$ cat src/rtl/rf_sequencer.sv
// Register-file command sequencer for RNBIP-2 register instructions.
// Accepts one decoded instruction at a time and drives enable/mux/index commands.
module rf_sequencer #(
    parameter int unsigned TIMEOUT = 16
) (
    input  logic       clk,
    input  logic       reset,
    input  logic       instr_valid,
    input  logic [7:0] instr,
    output logic       instr_ready,
    input  logic       or2_valid,
    input  logic       alu_done,
    output logic       alu_start,
    output logic [1:0] rf_enab,
    output logic [1:0] rf_mux_sel,
    output logic [2:0] rf_seg,
    output logic       done,
    output logic       err,
    output logic [7:0] retire_cnt
);

    typedef enum logic [3:0] {
        S_IDLE,
        S_EXEC,
        S_IMM_WAIT,
        S_READ,
        S_ALU_START,
        S_ALU_WAIT,
        S_ALU_WB,
        S_CLEAR,
        S_ERR
    } state_t;

    localparam logic [2:0] OP_NOP    = 3'b000;
    localparam logic [2:0] OP_MOV_N0 = 3'b001;
    localparam logic [2:0] OP_MOV_0N = 3'b010;
    localparam logic [2:0] OP_MVI    = 3'b011;
    localparam logic [2:0] OP_ALU    = 3'b100;
    localparam logic [2:0] OP_CLR    = 3'b101;

    localparam logic [1:0] EN_CLEAR = 2'b00;
    localparam logic [1:0] EN_WRITE = 2'b01;
    localparam logic [1:0] EN_IDLE  = 2'b10;
    localparam logic [1:0] EN_READ  = 2'b11;

    localparam logic [7:0] WAIT_LAST = 8'(TIMEOUT - 1);

    state_t     state_q, state_d;
    logic [2:0] op_q, op_d;
    logic [2:0] rn_q, rn_d;
    logic [7:0] wait_q, wait_d;
    logic [7:0] retire_q, retire_d;

    // Bits [4:3] of the instruction carry no meaning for this block.
    logic unused_instr_bits;
    assign unused_instr_bits = ^instr[4:3];

    assign instr_ready = (state_q == S_IDLE) && !reset;
    assign retire_cnt  = retire_q;

    always_comb begin
        // NOTE: every variable gets a default before the case so no path can infer a latch.
        state_d  = state_q;
        op_d     = op_q;
        rn_d     = rn_q;
        wait_d   = wait_q;
        retire_d = retire_q;

        case (state_q)
            S_IDLE: begin
                if (instr_valid) begin
                    op_d = instr[7:5];
                    rn_d = instr[2:0];
                    case (instr[7:5])
                        OP_NOP, OP_MOV_N0, OP_MOV_0N: state_d = S_EXEC;
                        OP_MVI: begin
                            state_d = S_IMM_WAIT;
                            wait_d  = 8'd0;
                        end
                        OP_ALU:  state_d = S_READ;
                        OP_CLR:  state_d = S_CLEAR;
                        default: state_d = S_ERR;
                    endcase
                end
            end
            S_IMM_WAIT: begin
                wait_d = wait_q + 8'd1;
                // The awaited input wins over the timeout on the last wait cycle.
                if (or2_valid)                state_d = S_EXEC;
                else if (wait_q == WAIT_LAST) state_d = S_ERR;
            end
            S_READ: begin
                state_d = S_ALU_START;
                wait_d  = 8'd0;
            end
            S_ALU_START: state_d = alu_done ? S_ALU_WB : S_ALU_WAIT;
            S_ALU_WAIT: begin
                wait_d = wait_q + 8'd1;
                if (alu_done)                 state_d = S_ALU_WB;
                else if (wait_q == WAIT_LAST) state_d = S_ERR;
            end
            S_EXEC, S_ALU_WB, S_CLEAR, S_ERR: state_d = S_IDLE;
            default: state_d = S_IDLE;
        endcase

        // Counted on entry so the count already includes the instruction retiring this cycle.
        if (state_d == S_EXEC || state_d == S_ALU_WB || state_d == S_CLEAR)
            retire_d = retire_q + 8'd1;
    end

    always_ff @(posedge clk) begin
        // NOTE: state registers use non-blocking assignments so all flops update together.
        if (reset) begin
            state_q  <= S_IDLE;
            op_q     <= 3'd0;
            rn_q     <= 3'd0;
            wait_q   <= 8'd0;
            retire_q <= 8'd0;
        end else begin
            state_q  <= state_d;
            op_q     <= op_d;
            rn_q     <= rn_d;
            wait_q   <= wait_d;
            retire_q <= retire_d;
        end
    end

    always_comb begin
        rf_enab    = EN_IDLE;
        rf_mux_sel = 2'b00;
        rf_seg     = 3'b000;
        alu_start  = 1'b0;
        done       = 1'b0;
        err        = 1'b0;

        case (state_q)
            S_EXEC: begin
                done = 1'b1;
                case (op_q)
                    OP_MOV_N0: begin
                        rf_enab    = EN_WRITE;
                        rf_mux_sel = 2'b00;
                        rf_seg     = rn_q;
                    end
                    OP_MOV_0N: begin
                        rf_enab    = EN_WRITE;
                        rf_mux_sel = 2'b01;
                        rf_seg     = rn_q;
                    end
                    OP_MVI: begin
                        rf_enab    = EN_WRITE;
                        rf_mux_sel = 2'b10;
                        rf_seg     = rn_q;
                    end
                    default: ;
                endcase
            end
            S_READ: begin
                rf_enab = EN_READ;
                rf_seg  = rn_q;
            end
            S_ALU_START: alu_start = 1'b1;
            S_ALU_WB: begin
                rf_enab    = EN_WRITE;
                rf_mux_sel = 2'b11;
                done       = 1'b1;
            end
            S_CLEAR: begin
                rf_enab = EN_CLEAR;
                done    = 1'b1;
            end
            S_ERR:   err = 1'b1;
            default: ;
        endcase
    end

endmodule

$ cat config.mk
export PLATFORM = sky130hd
export DESIGN_NAME = rf_sequencer
export DESIGN_NICKNAME = d
export VERILOG_FILES = /design/src/rtl/rf_sequencer.sv
export SDC_FILE = /design/constraint.sdc
export NUM_CORES = 1
export LEC_CHECK = 0
export ABC_AREA = 1
export CORE_MARGIN = 8
export CORE_UTILIZATION = 40
export CTS_CLUSTER_DIAMETER = 60
export DETAILED_ROUTE_END_ITERATION = 16
export PLACE_DENSITY_LB_ADDON = 0.3
export SYNTH_ARGS = -nofsm -noshare
export SYNTH_HDL_FRONTEND = slang
export SYNTH_SLANG_ARGS = --single-unit
$ cat constraint.sdc
create_clock -name clk -period 3.8 [get_ports clk]
set_input_delay 1.14 -clock clk [delete_from_list [all_inputs] [get_ports clk]]
set_output_delay 1.14 -clock clk [all_outputs]
set_load 0.03 [all_outputs]
== Word level (Yosys, flattened, before mapping) ==
Index checks and enable logic that the tools add are counted.

* Bits in registers: 26
* Output and inout port bits: 19
* Logic and storage cells: 61

* Add/subtract/negate cells: 2
* Equal/unequal tests: 22
* Mux-type cells: 19
* Reduce and logical (&&, ||, !) cells: 13

{| class="wikitable"
|+ Operators with widths
! cell !! count
|-
| 4-bit by 3-bit == test with 1-bit output, second input constant || 6
|-
| 8-bit case mux with 3 select lines || 1
|-
| 4-bit case mux with 5 select lines || 1
|-
| 8-bit by 1-bit adder with 8-bit output, second input constant || 2
|-
| 4-bit 2-to-1 mux || 4
|-
| 8-bit 2-to-1 mux || 2
|-
| 4-bit case mux with 4 select lines || 1
|-
| 3-bit by 2-bit == test with 1-bit output, second input constant || 4
|-
| 3-bit OR reduction || 3
|-
| 4-bit by 1-bit == test with 1-bit output, second input constant || 2
|-
| 4-bit by 2-bit == test with 1-bit output, second input constant || 2
|-
| 8-bit by 4-bit == test with 1-bit output, second input constant || 1
|-
| 2-bit case mux with 2 select lines || 2
|-
| 2-bit case mux with 4 select lines || 1
|-
| 3-bit by 1-bit == test with 1-bit output, second input constant || 2
|-
| 3-bit == test, second input constant || 2
|-
| 3-bit case mux with 2 select lines || 1
|-
| 4-bit == test, second input constant || 1
|-
| 4-bit zero test || 1
|-
| 2-bit 2-to-1 mux || 2
|-
| 3-bit zero test || 1
|-
| 1-bit 2-to-1 mux || 3
|-
| 3-bit 2-to-1 mux || 1
|-
| 3-bit AND reduction || 1
|-
| 8 further kinds || 9
|}

== Depth between registers and ports, before layout ==
* Depth after elaboration: 8
* Depth in mapped cells: 13

== Worst setup path before layout ==
No wires, ideal clock.

* Path type: input-to-output
* Start: input port reset
* End: output port instr_ready
* Arrival: 1.837 ns
* Slack: 0.823 ns
* Cell stages on the path: 3
* Path buffers: 2
* Path through: clkbuf_4 -> buf_6 -> nor2_1

* Word-level cells in the longest chain between the ends: 2

{| class="wikitable"
|+ RTL lines
! item !! RTL line !! RTL
|-
| from (decl) || 7 || <nowiki>input logic reset,</nowiki>
|-
| 1-bit zero test || 58 || <nowiki>assign instr_ready = (state_q == S_IDLE) && !reset;</nowiki>
|-
| 1-bit logical AND || 58 ||
|-
| to (decl) || 10 || <nowiki>output logic instr_ready,</nowiki>
|}

No other way between the ends.

== Worst setup path after layout ==
* Start: register state_q[0]
* End: output port rf_seg[0]

* Word-level cells in the longest chain between the ends: 2
* Elaborated cells between the ends (all ways): 3

{| class="wikitable"
|+ RTL lines
! item !! RTL line !! RTL
|-
| from (decl) || 48 || <nowiki>state_t state_q, state_d;</nowiki>
|-
| from (signal assigned) || 120 || <nowiki>state_q <= state_d;</nowiki>
|-
| 4-bit by 2-bit == test with 1-bit output or 4-bit by 1-bit == test with 1-bit output (tied branches) || 136 || <nowiki>case (state_q)</nowiki>
|-
| 3-bit case mux with 2 select lines * || 136 ||
|-
| to (decl) || 16 || <nowiki>output logic [2:0] rf_seg,</nowiki>
|}

Mark *: on every way between the ends. The rest lies on a longest branch, timed or not.

==> metrics.cfg <==
[routing]
drc=0
detailedRoute.firstIterationViolations=76
finalWirelength_um=3272
routed_via_density=4.730
vias=1400
routed_wire_length_per_instance_um=11.05
first_pass_iters=4
post_route_ant_nets=0

[timing]
setup_viol_count_final=0
timing_hold_violations_final=0
finalCritPeriodShare_pct=89.75
timing_max_transition_violations_final=0
fin_setup_tns_ps=0
fin_worst_hold_slack_ps=455.9
maxSlewHeadroom_pct=78.66
min_period_ps=3411
final_clock_skew_ps=6.862
fmax_ghz=0.2932
grt_setup_unrepaired=no
worst_pin_slew_ps=319.1

[clocking]
clock_tree.htree_level_count=1
ctsResizeCount=0
buffers_inserted_during_post_cts_setup_optimization=0
clock_path_buffers=2
clk_latency_ps=270
number_of_clock_buffers_inserted_by_tritoncts=3
tritoncts=done
clock_sink_count=26
clock_transition_at_path_regs_ps=90
clock-root-buffer=sky130_fd_sc_hd__clkbuf_8
cts_hold_repair.buffers=0

[worst_setup_path]
ff2ff_setup_slack_ps=2060
critical_path.n_buffers_inverters=4
ordered_cell_list_for_the_critical_path=inv_2, nor2_2, inv_1, nor2_1, inv_1, a211oi_1, nor2_1, nor2_1, clkdlybuf4s50_1
worst-r2r-cell-count=12
rr_endpoint=retire_cnt[0]$_SDFFE_PP0P_
critical_path.top_delay_family=buffers and inverters
critical_path_depth=9
category_of_the_worst_setup_path_launch_point=flop
critPathKind=flop to output port
crit_required_ps=2660
cpMaxStageDelayCell=sky130_fd_sc_hd__clkdlybuf4s50_1
critical-path-max-stage-delay_ps=680
setup.worst_path.end_class=output port
critical_path.reg2reg.startpoint=wait_q[0]$_SDFFE_PP0P_
worst-path-max-fanout=5
crit_top_cell=sky130_fd_sc_hd__nor2_1
critical_path_arrival_ps=2270

[global_route]
first_global_vias=1262
top_usage_layer=met2
grt_util_all_layers_pct=10.96
grt_first_pass_wirelength_um=5568
grt.overflow.total=0
global_route.usage.met2_pct=15.41
grt_max_degree=16
gr-usage-met1_pct=14.92
global_route.usage.met3_pct=3.303
number_of_antenna_violations_at_the_first_check_in_global_routing=0

[die]
die_area_um2=6092
chipWidth_um=78.05
initial_core_utilization_pct=41.76
ios=32
die_height_um=78.05
coreArea_um2=3689
rows=22

[place]
gp_congestion=0.8006
dp.final_hpwl_um=2527
place.port_buffers=29

[power]
peak_vdd_ir_v=0.0001558
p_leak_nw=0.7534
power_density_nw_per_um2=312.8

[logic_synthesis]
ys_ff_latch=26
synth.net_count=233
ffs_w_async_s_r_synth_pct=0
syn_avg_cell_area_um2=7.065
post_synthesis_cell_area_um2=1540
ys_warn_count=0
ys_dominant_reg_cell=sky130_fd_sc_hd__dfxtp_1
synth_cells=218
yosysSeqAreaShare_pct=33.79
synth_edf_count=0
synth_cell_type_count=34

[finish]
layout_commonest_cell=sky130_fd_sc_hd__nand2_1
finish.utilization_pct=51.87
antenna-diode-count=0
layout_cell_share_with_drive_strength_beyond_1_pct=16.13
finalNetCount=265
layout-area-overhead-vs-synth_pct=24.21
final_cell_mix=sky130_fd_sc_hd__nand2_1 (43), sky130_fd_sc_hd__clkdlybuf4s50_1 (28), sky130_fd_sc_hd__nor2_1 (26), sky130_fd_sc_hd__dfxtp_1 (26), sky130_fd_sc_hd__inv_1 (20)

[worst_hold_path]
hold_path.class=flop to flop
min_delay_path_depth=2
min_to=rn_q[0]$_SDFFE_PP0P_
hold_path.startpoint=rn_q[0]$_SDFFE_PP0P_

[outcome]
run_status=finished clean

[run]
cap_violations=0

-- flip-flops by register name (all words and copies together) (netlist names) --
signal and cells:
op_q 3, state_q 4, retire_cnt 8, wait_q 8
rn_q 3
-- layer usage --
| layer | wire [um] | vias to the layer above |
|---|---|---|
| met3 | 169 | 5 |
| met5 | 0 | - |
| met1 | 1750 | 596 |
| met2 | 1298 | 27 |
| met4 | 53 | 0 |
| li1 | - | 772 |
-- stage by stage --
stage / setup WS (ps) / std cells / power, mW / cell area (um2)
6_report: 389.5 / 296 / 0.5985 / 1913
3_3_place_gp: 664.5 / 293 / 0.4498 / 1872
4_1_cts: 347.9 / 296 / 0.6030 / 1913
3_5_place_dp: 662.1 / 293 / 0.4505 / 1872
5_1_grt: 139.2 / 296 / 0.6317 / 1913
2_1_floorplan: 823.2 / 218 / 0.4052 / 1540
-- power by group --
part           total (mW)  internal, mW  switching [mW]
sequential          0.295         0.285          0.0103
clock               0.155        0.0711          0.0838
combinational       0.148        0.0546          0.0937
total               0.598         0.411           0.188
-- synth_stat cells (3+ instances only) --
library cell,count,share of area [%]
sky130_fd_sc_hd__nor2_2,7,2.8
sky130_fd_sc_hd__inv_2,5,1.2
sky130_fd_sc_hd__nand2_2,7,2.8
sky130_fd_sc_hd__nand2_1,43,10
sky130_fd_sc_hd__nand4_1,4,1.6
sky130_fd_sc_hd__xor2_1,3,1.7
sky130_fd_sc_hd__dfxtp_1,26,34
sky130_fd_sc_hd__xnor2_1,4,2.3
sky130_fd_sc_hd__o21ai_0,10,3.2
sky130_fd_sc_hd__nand3_1,15,4.9
sky130_fd_sc_hd__nor2_1,26,6.3
sky130_fd_sc_hd__a21oi_1,17,5.5
sky130_fd_sc_hd__nor2_4,4,2.9
sky130_fd_sc_hd__inv_1,20,4.9
-- cell families after synthesis --
| logic type | Yosys count | share of synthesized area [%] |
|---|---|---|
| xor gates and xnor gates | 7 | 3.981 |
| adders and majority gates | 2 | 1.624 |
| buffers and inverters | 28 | 7.636 |
| DFF | 26 | 33.79 |
| AOI/OAI and AO/OA | 37 | 14.46 |
| and+or+nand+nor | 118 | 38.50 |
-- layout make-up --
cell class                 instances  area (um2)
inverter                          25       93.84
fill                             394        1775
sequential                        26       520.5
multi-input combinational        164       902.1
timing repair buffer              30       295.3
clock buffer                       3       41.29
tap                               48       60.06
-- how the worst max path moves through the flow --
stage,startpoint,end
after floorplan,reset,instr_ready
after global placement,state_q[0]$_SDFF_PP0_,rf_seg[0]
after detailed placement,state_q[0]$_SDFF_PP0_,rf_seg[0]
after CTS,state_q[0]$_SDFF_PP0_,rf_seg[0]
after global routing,state_q[0]$_SDFF_PP0_,rf_seg[0]
final,state_q[0]$_SDFF_PP0_,rf_seg[0]
-- tightest hold or removal path: cells and delay by family (launching register included) --
| kind | cells | cell delay (ps) |
|---|---|---|
| AOI/OAI and AO/OA | 1 | 50 |
| DFF | 1 | 310 |
| buffers and inverters | 1 | 60 |
(Power assumes the default switching activity.)
